[config.mk]
export PLATFORM = sky130hd
export DESIGN_NAME = vblank_arbiter
export DESIGN_NICKNAME = d
export VERILOG_FILES = /design/src/rtl/vga_pkg.sv /design/src/rtl/rr_arbiter.sv /design/src/rtl/vblank_arbiter.sv
export SDC_FILE = /design/constraint.sdc
export NUM_CORES = 1
export LEC_CHECK = 0
export BUFFER_PORTS_ARGS = -buffer_cell sky130_fd_sc_hd__buf_4
export CAP_MARGIN = 30
export CELL_PAD_IN_SITES_DETAIL_PLACEMENT = 2
export CELL_PAD_IN_SITES_GLOBAL_PLACEMENT = 2
export CORE_ASPECT_RATIO = 0.9
export CORE_MARGIN = 2
export CORE_UTILIZATION = 34
export CTS_CLUSTER_DIAMETER = 60
export DETAILED_ROUTE_END_ITERATION = 7
export GPL_TIMING_DRIVEN = 0
export MAX_ROUTING_LAYER = met4
export PLACE_DENSITY = 0.77
export SYNTH_ARGS = -nofsm -noshare
export SYNTH_HDL_FRONTEND = slang
export SYNTH_HIERARCHICAL = 1
export SYNTH_SLANG_ARGS = --single-unit
[constraint.sdc]
create_clock -name pclk -period 2.3 [get_ports pclk]
set_clock_uncertainty 0.2 [all_clocks]
set_input_delay 0.46 -clock pclk [delete_from_list [all_inputs] [get_ports pclk]]
set_output_delay 0.46 -clock pclk [all_outputs]
set_load 0.02 [all_outputs]
[src/rtl/vga_pkg.sv]
// Shared types and constants for the vblank arbiter and its benches.
package vga_pkg;

  typedef enum logic [1:0] {
    StIdle,
    StArb,
    StGrant,
    StDrain
  } arb_state_e;

  localparam int unsigned NReqDefault       = 4;
  localparam int unsigned TimeoutCycDefault = 4096;

  // 1280x1024 @ 60 Hz raster: vertical blanking length in lines and pixel clocks.
  localparam int unsigned HActive     = 1280;
  localparam int unsigned HTotal      = 1688;
  localparam int unsigned VActive     = 1024;
  localparam int unsigned VTotal      = 1066;
  localparam int unsigned VBlankLines = VTotal - VActive;
  localparam int unsigned VBlankCyc   = VBlankLines * HTotal;

endpackage

[src/rtl/rr_arbiter.sv]
// Combinational round-robin pick: first eligible index after last_id_i, wrapping at N_REQ.
module rr_arbiter #(
  parameter int unsigned N_REQ = 4
) (
  input  logic [N_REQ-1:0] eligible_i,
  input  logic [2:0]       last_id_i,
  output logic             valid_o,
  output logic [2:0]       id_o
);

  logic [7:0]  elig8;
  logic [2:0]  idx;
  int unsigned idx_int;

  assign elig8 = 8'(eligible_i);

  // Scan N_REQ positions starting one past the last served index; keep the first hit.
  always_comb begin
    valid_o = 1'b0;
    id_o    = '0;
    idx_int = 0;
    idx     = '0;
    for (int unsigned k = 1; k <= N_REQ; k++) begin
      idx_int = (32'(last_id_i) + k) % N_REQ;
      idx     = 3'(idx_int);
      if (!valid_o && elig8[idx]) begin
        valid_o = 1'b1;
        id_o    = idx;
      end
    end
  end

endmodule

[src/rtl/vblank_arbiter.sv]
// Grants frame-resource access to one requester at a time during vertical blanking.
// Each requester is served at most once per window. Optional per-grant watchdog is
// enabled by defining VBLANK_ARB_TIMEOUT_EN.
module vblank_arbiter
  import vga_pkg::*;
#(
  parameter int unsigned N_REQ       = NReqDefault,
  parameter int unsigned TIMEOUT_CYC = TimeoutCycDefault
) (
  input  logic             pclk,
  input  logic             rst_n,
  input  logic             vblnk,
  input  logic [N_REQ-1:0] req,
  input  logic [N_REQ-1:0] done,
  output logic [N_REQ-1:0] gnt,
  output logic [2:0]       gnt_id,
  output logic             frame_start,
  output logic             abort
);

  if (N_REQ < 2 || N_REQ > 8) begin : g_bad_nreq
    $error("N_REQ must be in 2..8");
  end
  if (TIMEOUT_CYC < 2) begin : g_bad_timeout
    $error("TIMEOUT_CYC must be at least 2");
  end

  arb_state_e       state_q, state_d;
  logic             vblnk_q;
  logic             armed_q, armed_d;
  logic [N_REQ-1:0] gnt_q, gnt_d;
  logic [2:0]       gnt_id_q, gnt_id_d;
  logic             frame_start_q;
  logic             abort_q, abort_d;
  logic [N_REQ-1:0] served_q, served_d;
  logic [2:0]       last_id_q, last_id_d;

  logic             win_open;
  logic             win_close;
  logic             done_hit;
  logic             timeout;
  logic             sel_valid;
  logic [2:0]       sel_id;

  // armed_q blocks a false rising edge when reset releases in the middle of vblank.
  assign win_open  = vblnk & ~vblnk_q & armed_q;
  assign win_close = ~vblnk & vblnk_q;
  assign armed_d   = armed_q | ~vblnk;
  // gnt_q is one-hot, so this is done[gnt_id] without an index.
  assign done_hit  = |(done & gnt_q);

  rr_arbiter #(
    .N_REQ(N_REQ)
  ) u_rr_arbiter (
    .eligible_i(req & ~served_q),
    .last_id_i (last_id_q),
    .valid_o   (sel_valid),
    .id_o      (sel_id)
  );

`ifdef VBLANK_ARB_TIMEOUT_EN
  localparam int unsigned WdW = $clog2(TIMEOUT_CYC);

  logic [WdW-1:0] wdog_q, wdog_d;

  assign timeout = (state_q == StGrant) && (wdog_q == WdW'(TIMEOUT_CYC - 1));
  // Count cycles spent in GRANT; restarts at zero on every new grant.
  assign wdog_d  = (state_q == StGrant) ? wdog_q + 1'b1 : '0;

  // Watchdog counter register.
  always_ff @(posedge pclk or negedge rst_n) begin
    if (!rst_n) begin
      wdog_q <= '0;
    end else begin
      wdog_q <= wdog_d;
    end
  end
`else
  assign timeout = 1'b0;
`endif

  // Next-state and registered-output decode.
  always_comb begin
    state_d   = state_q;
    gnt_d     = gnt_q;
    gnt_id_d  = gnt_id_q;
    served_d  = served_q;
    last_id_d = last_id_q;
    abort_d   = 1'b0;
    unique case (state_q)
      StIdle: begin
        gnt_d    = '0;
        gnt_id_d = '0;
        if (win_open) begin
          served_d = '0;
          state_d  = StArb;
        end
      end
      StArb: begin
        if (win_close) begin
          state_d = StIdle;
        end else if (sel_valid) begin
          gnt_d    = N_REQ'(1) << sel_id;
          gnt_id_d = sel_id;
          state_d  = StGrant;
        end
      end
      StGrant: begin
        if (done_hit) begin
          // Done wins over a coincident close: no abort, and the window is over.
          gnt_d     = '0;
          gnt_id_d  = '0;
          served_d  = served_q | gnt_q;
          last_id_d = gnt_id_q;
          state_d   = win_close ? StIdle : StArb;
        end else if (win_close) begin
          gnt_d    = '0;
          gnt_id_d = '0;
          served_d = served_q | gnt_q;
          abort_d  = 1'b1;
          state_d  = StDrain;
        end else if (timeout) begin
          gnt_d    = '0;
          gnt_id_d = '0;
          served_d = served_q | gnt_q;
          abort_d  = 1'b1;
          state_d  = StArb;
        end
      end
      StDrain: begin
        gnt_d    = '0;
        gnt_id_d = '0;
        state_d  = StIdle;
      end
      default: begin
        gnt_d    = '0;
        gnt_id_d = '0;
        state_d  = StIdle;
      end
    endcase
  end

  // State and output registers.
  always_ff @(posedge pclk or negedge rst_n) begin
    if (!rst_n) begin
      state_q       <= StIdle;
      vblnk_q       <= 1'b0;
      armed_q       <= 1'b0;
      gnt_q         <= '0;
      gnt_id_q      <= '0;
      frame_start_q <= 1'b0;
      abort_q       <= 1'b0;
      served_q      <= '0;
      last_id_q     <= 3'(N_REQ - 1);
    end else begin
      state_q       <= state_d;
      vblnk_q       <= vblnk;
      armed_q       <= armed_d;
      gnt_q         <= gnt_d;
      gnt_id_q      <= gnt_id_d;
      frame_start_q <= win_open;
      abort_q       <= abort_d;
      served_q      <= served_d;
      last_id_q     <= last_id_d;
    end
  end

  assign gnt         = gnt_q;
  assign gnt_id      = gnt_id_q;
  assign frame_start = frame_start_q;
  assign abort       = abort_q;

endmodule

# --- After elaboration in Yosys (flattened, before gate mapping) ---
# Index checks and enable logic that the tools add are counted.
word_totals:
  out_inout_bits: 9
  reg_bits: 19
  input_bits: 11
op_classes:
  n_mux: 40
  n_addsub: 4
  magnitude_cmp: 4
  shifts: 1
  eq_ne: 8
  bitwise: 10
  n_reduce_logical: 14
op_table:
  columns: ["cell", "n"]
  rows:
  - ["$mux 4", 7]
  - ["$mux 2", 9]
  - ["$lt 2x4->1 const B", 4]
  - ["$mux 1", 12]
  - ["$mux 3", 4]
  - ["$pmux 4 s3", 1]
  - ["$pmux 3 s3", 1]
  - ["$reduce_and 3->1", 3]
  - ["$and 4x4->4", 2]
  - ["$bmux 1 s2", 4]
  - ["$pmux 2 s4", 1]
  - ["$pmux 4 s2", 1]
  - ["$ne 2x2->1 const B", 3]
  - ["$ne 3x3->1 const B", 2]
  - ["$add 2x1->2 const B", 2]
  - ["$add 2x2->2 const B", 2]
  - ["$eq 2x2->1 const B", 2]
  - ["$not 4->4", 1]
  - ["$or 4x4->4", 1]
  - ["$reduce_or 4->1", 1]
  - ["$shl 1x3->4 const A", 1]
  - ["$and 1x1->1", 3]
  - ["$logic_and 1x1->1", 3]
  - ["$logic_not 1->1", 3]
  - ["7 further kinds", 8]

# --- Longest topological paths before layout ---
depth:
  word_depth: 18
  ltp_mapped: 6
  ltp_nobuf: 6

# --- By module ---
# The synthesis kept the hierarchy.
by_module_without_submodules:
  columns: ["mod", "seq_area_each_um2", "instances", "area_per_inst_um2", "cells_each"]
  rows:
  - ["vblank_arbiter", 503.0, 1, 869.6, 65]
  - ["rr_arbiter", 0.0, 1, 102.6, 16]

# --- Worst setup path after synthesis ---
# No wires, ideal clock.
synth_path:
  path_kind: "input port to flip-flop"
  start: "in req[2]"
  end: "reg gnt_q[0], in the netlist gnt[0]"
  required_time_ps: 2034
  t_arrival_ps: 1445
  setup_ps: 66
  path_stages: 6
  path_slack_ps: 589
  path_buffers: 0
  path_cell_list: "nor2b_1 > and2b_1 > a21oi_2 > o221ai_2 > nor3_1 > a22o_1"
synth_between:
  elab_chain_len: 17
synth_rtl:
  columns: ["element", "line_no", "rtl"]
  rows:
  - ["start: declaration", "vblank_arbiter.sv:13", "input logic [N_REQ-1:0] req,"]
  - ["$and 4x4->4 (*)", "vblank_arbiter.sv:55", ".eligible_i(req & ~served_q),"]
  - ["$bmux 1 s2", "rr_arbiter.sv:26", "if (!valid_o && elig8[idx]) begin"]
  - ["$mux 1 (not written as such)", "rr_arbiter.sv:26", null]
  - ["$mux 1", "rr_arbiter.sv:26", null]
  - ["$logic_not 1->1", "rr_arbiter.sv:26", null]
  - ["$logic_and 1x1->1", "rr_arbiter.sv:26", null]
  - ["$mux 1", "rr_arbiter.sv:26", null]
  - ["$logic_not 1->1", "rr_arbiter.sv:26", null]
  - ["(+2 left out)", null, null]
  - ["$logic_not 1->1", "rr_arbiter.sv:26", null]
  - ["$logic_and 1x1->1", "rr_arbiter.sv:26", null]
  - ["$mux 2 (*)", "rr_arbiter.sv:26", null]
  - ["named net sel_id[0]", "vblank_arbiter.sv:43", "logic [2:0] sel_id;"]
  - ["$shl 1x3->4 (*)", "vblank_arbiter.sv:103", "gnt_d = N_REQ'(1) << sel_id;"]
  - ["$mux 4 (*)", "vblank_arbiter.sv:102", "end else if (sel_valid) begin"]
  - ["$mux 4 (*)", "vblank_arbiter.sv:100", "if (win_close) begin"]
  - ["$pmux 4 s3 (*)", "vblank_arbiter.sv:90", "unique case (state_q)"]
  - ["end signal: assignment", "vblank_arbiter.sv:159", "gnt_q <= gnt_d;"]
  - ["end: declaration", "vblank_arbiter.sv:31", "logic [N_REQ-1:0] gnt_q, gnt_d;"]
# Mark *: on every way through the listed nets, which the timed path passes. The rest lies on a longest branch. The select of a mux whose other input is x is not followed.
# A chain may end at the register's enable or synchronous reset.

# --- Worst setup path in the final report ---
layout_path:
  start: "reg served_q[2]"
  end: "reg gnt_q[0], in the netlist gnt[0]"
layout_between:
  elab_chain_len: 18
layout_rtl:
  columns: ["element", "line_no", "rtl"]
  rows:
  - ["start: declaration", "vblank_arbiter.sv:35", "logic [N_REQ-1:0] served_q, served_d;"]
  - ["start signal: assignment", "vblank_arbiter.sv:163", "served_q <= served_d;"]
  - ["$not 4->4 (*)", "vblank_arbiter.sv:55", null]
  - ["$and 4x4->4 (*)", "vblank_arbiter.sv:55", null]
  - ["$bmux 1 s2", "rr_arbiter.sv:26", null]
  - ["$mux 1 (not written as such)", "rr_arbiter.sv:26", null]
  - ["$mux 1", "rr_arbiter.sv:26", null]
  - ["$logic_not 1->1", "rr_arbiter.sv:26", null]
  - ["$logic_and 1x1->1", "rr_arbiter.sv:26", null]
  - ["$mux 1", "rr_arbiter.sv:26", null]
  - ["(+3 left out)", null, null]
  - ["$logic_not 1->1", "rr_arbiter.sv:26", null]
  - ["$logic_and 1x1->1", "rr_arbiter.sv:26", null]
  - ["$mux 2 (*)", "rr_arbiter.sv:26", null]
  - ["named net sel_id[0]", "vblank_arbiter.sv:43", null]
  - ["$shl 1x3->4 (*)", "vblank_arbiter.sv:103", null]
  - ["$mux 4 (*)", "vblank_arbiter.sv:102", null]
  - ["$mux 4 (*)", "vblank_arbiter.sv:100", null]
  - ["$pmux 4 s3 (*)", "vblank_arbiter.sv:90", null]
# Marks and branches as above.

==> results.md <==
* Min-Delay Endpoint: vblnk_q
* Setup TNS at 0 ps
* Cell Chain, Critical Path: nor2b_1 -> and2b_1 -> a21oi_2 -> o221ai_2 -> nor3_1 -> a22o_1
* Pin count of the biggest net entering global routing at 20
* Initial antenna violation count at 0
* Die Wd at about 59 µm
* Setup violators final at 0
* Worst r2r dst: gnt[0]
* Clock latency on the worst-skew pair at between 200 and 300 ps
* H-tree Lvls at 1
* Final Util at 43.0%
* # DRC at 0
* CTS tree: yes
* Reg2reg setup slack at approximately 430 ps
* Starting Density at between 30% and 40%
* Fillcell total at 279
* CP max stage delay at 410 ps
* Via-to-Cell Ratio at between 5 and 6
* Worst vdd ir at ~300 µV
* Die Ht at between 50 and 60 µm
* ANT cells at 0
* Dpl hpwl at approximately 1900 µm
* Port Buffers at 19
* Setup crit end kind: flip-flop
* First-pass GRT wire length at 3990 µm
* Hold path start: vblnk
* Drt wl/cell at about 18 µm
* Final period util at about four fifths
* F_max at about 0.53 GHz
* Core Region at about 0.0027 mm²
* Outcome: completed
* Fin. Hold Viols at 0
* Total track usage at about 18%
* Root Driver: clkbuf_4
* R2R Path Start: served_q[2]
* RSZ-0062 raised after global routing: false
* Clock tree buffer depth at 2
* Iteration-0 DRC Markers at 9
* Hold-critical path depth at 1
* Leakage at 0.000566 µW
* Die footprint at roughly 0.0032 mm²
* Startpoint type of the worst setup path: flip-flop
* Worst min-delay path class: primary input to flip-flop
* CTS Sinks at 19
* Vias in the first global route at around 770
* Final net count at between 100 and 150
* Gate count of the mapped netlist at just under 80
* GRT overflow at 0
* TritonRoute pass-1 iters at 3
* Placer congestion estimate at just over 0.7
* DRT Wirelength at between 2000 and 2500 µm
* Area grow syn2layout at 23.1%
* Pwr per Cell Area at roughly 750 mW/mm²
* Final Critical Period at around 1900 ps
* Critical Path RT at approximately 2300 ps
* Mapped Avg Cell Area at between 10 and 15 µm²
* Clock transition at path regs at approximately 110 ps
* Data arrival, critical path at roughly 1900 ps
* Via Count at ~730
* ANT nets after route at 0
* Yosys warns at 6
* Fraction of layout cells with a size suffix above 1 at 38.8%
* # Max-Cap Violations at 0
* Post-CTS setup buffers at 0
* Slowest cell on crit path: dfrtp_1
* I/O pin count at 20
* Rows at 18
* CTS buffer count at 3
* Slew Viols, Final at 0
* Worst Setup Path Type: flip-flop to flip-flop
* Syn_nets at 90
* Maximum fanout along the worst path at 4
* Post-synthesis cell area at a little over 900 µm²
* R2r worst-path depth at 6
[cell type report]
cell class | instances | area [µm²] | share of cell area, %
Clock buffer | 4 | 26.3 | 2.28
Inverter | 2 | 7.51 | 0.651
Timing Repair Buffer | 20 | 153 | 13.2
Buffer | 1 | 7.51 | 0.651
Sequential cell | 19 | 478 | 41.5
Tap cell | 30 | 37.5 | 3.26
Multi-Input combinational cell | 57 | 443 | 38.4
[state kept, by name, summed over array words and instances (netlist names)]
register and flops:
state_q 2, served_q 4, frame_start 1, last_id_q 2, armed_q 1, gnt_id 3
vblnk_q 1, gnt 4, abort 1
[cells in the final DEF, fill, tap and decap left out]
master	count
a21oi_1	3
a21oi_2	2
a22o_1	5
a22oi_2	2
a31oi_1	1
a32o_2	6
and2b_1	2
and3_1	1
buf_4	20
clkbuf_1	1
clkbuf_4	3
conb_1	1
dfrtp_1	17
dfstp_2	2
dlygate4sd3_1	1
inv_1	2
mux2_1	2
mux2i_1	1
nand2_1	6
nand2b_1	4
nand2b_2	2
nand3_1	1
nand3_4	1
nand3b_1	1
nor2_1	5
nor2b_1	5
nor3_1	2
o211ai_1	1
o21ai_1	1
o221ai_2	1
o2bb2ai_4	1
[stage by stage]
step                worst slack [ps]  power [µW]  cell area (µm²)  instances  hold WS (ps)
global placement                 369         683             1120        128           145
global route                     287         924             1150        133          69.3
finish                           427         859             1150        133          91.3
CTS                              419         871             1150        133          76.2
floorplan                        589         596              936         79         -35.6
detailed placement               278         697             1120        128           149
[power by group]
group | switching, µW | internal (µW)
Combinational | 163 | 111
Sequential | 38.3 | 378
Clock | 101 | 67.4
[critical path: cells and delay by family (launching register included)]
kind,cells,cell delay [ps]
simple gates,3,750
compound gates,3,470
flops,1,410
[worst max-delay path by stage]
stage | from | endpoint | slack, ps | depth (start not counted)
after detailed placement | req[2] | gnt[0] | 280 | 7
after CTS | served_q[2] | gnt[2] | 420 | 6
final | served_q[2] | gnt[0] | 430 | 6
after floorplan | req[2] | gnt[0] | 590 | 6
after global routing | served_q[1] | gnt[2] | 290 | 6
after global placement | req[1] | gnt[1] | 370 | 7
[layer usage]
| layer | up-vias | global-route usage [%] | part of all wire (%) |
|---|---|---|---|
| li1 | 341 | - | - |
| met1 | 376 | 24.2 | 48 |
| met2 | 11 | 27.1 | 49 |
| met3 | 0 | 3.85 | 3.3 |
| met4 | 0 | 4.55 | 0 |
| met5 | - | - | 0 |
[timing repair]
action | 4_1_cts | 5_1_grt
hold buffers | 1 | 0
endpoints found under the hold margin | 17 | 0
gates resized for setup | 0 | 0
Note: power is estimated with default switching activity, not from simulation.
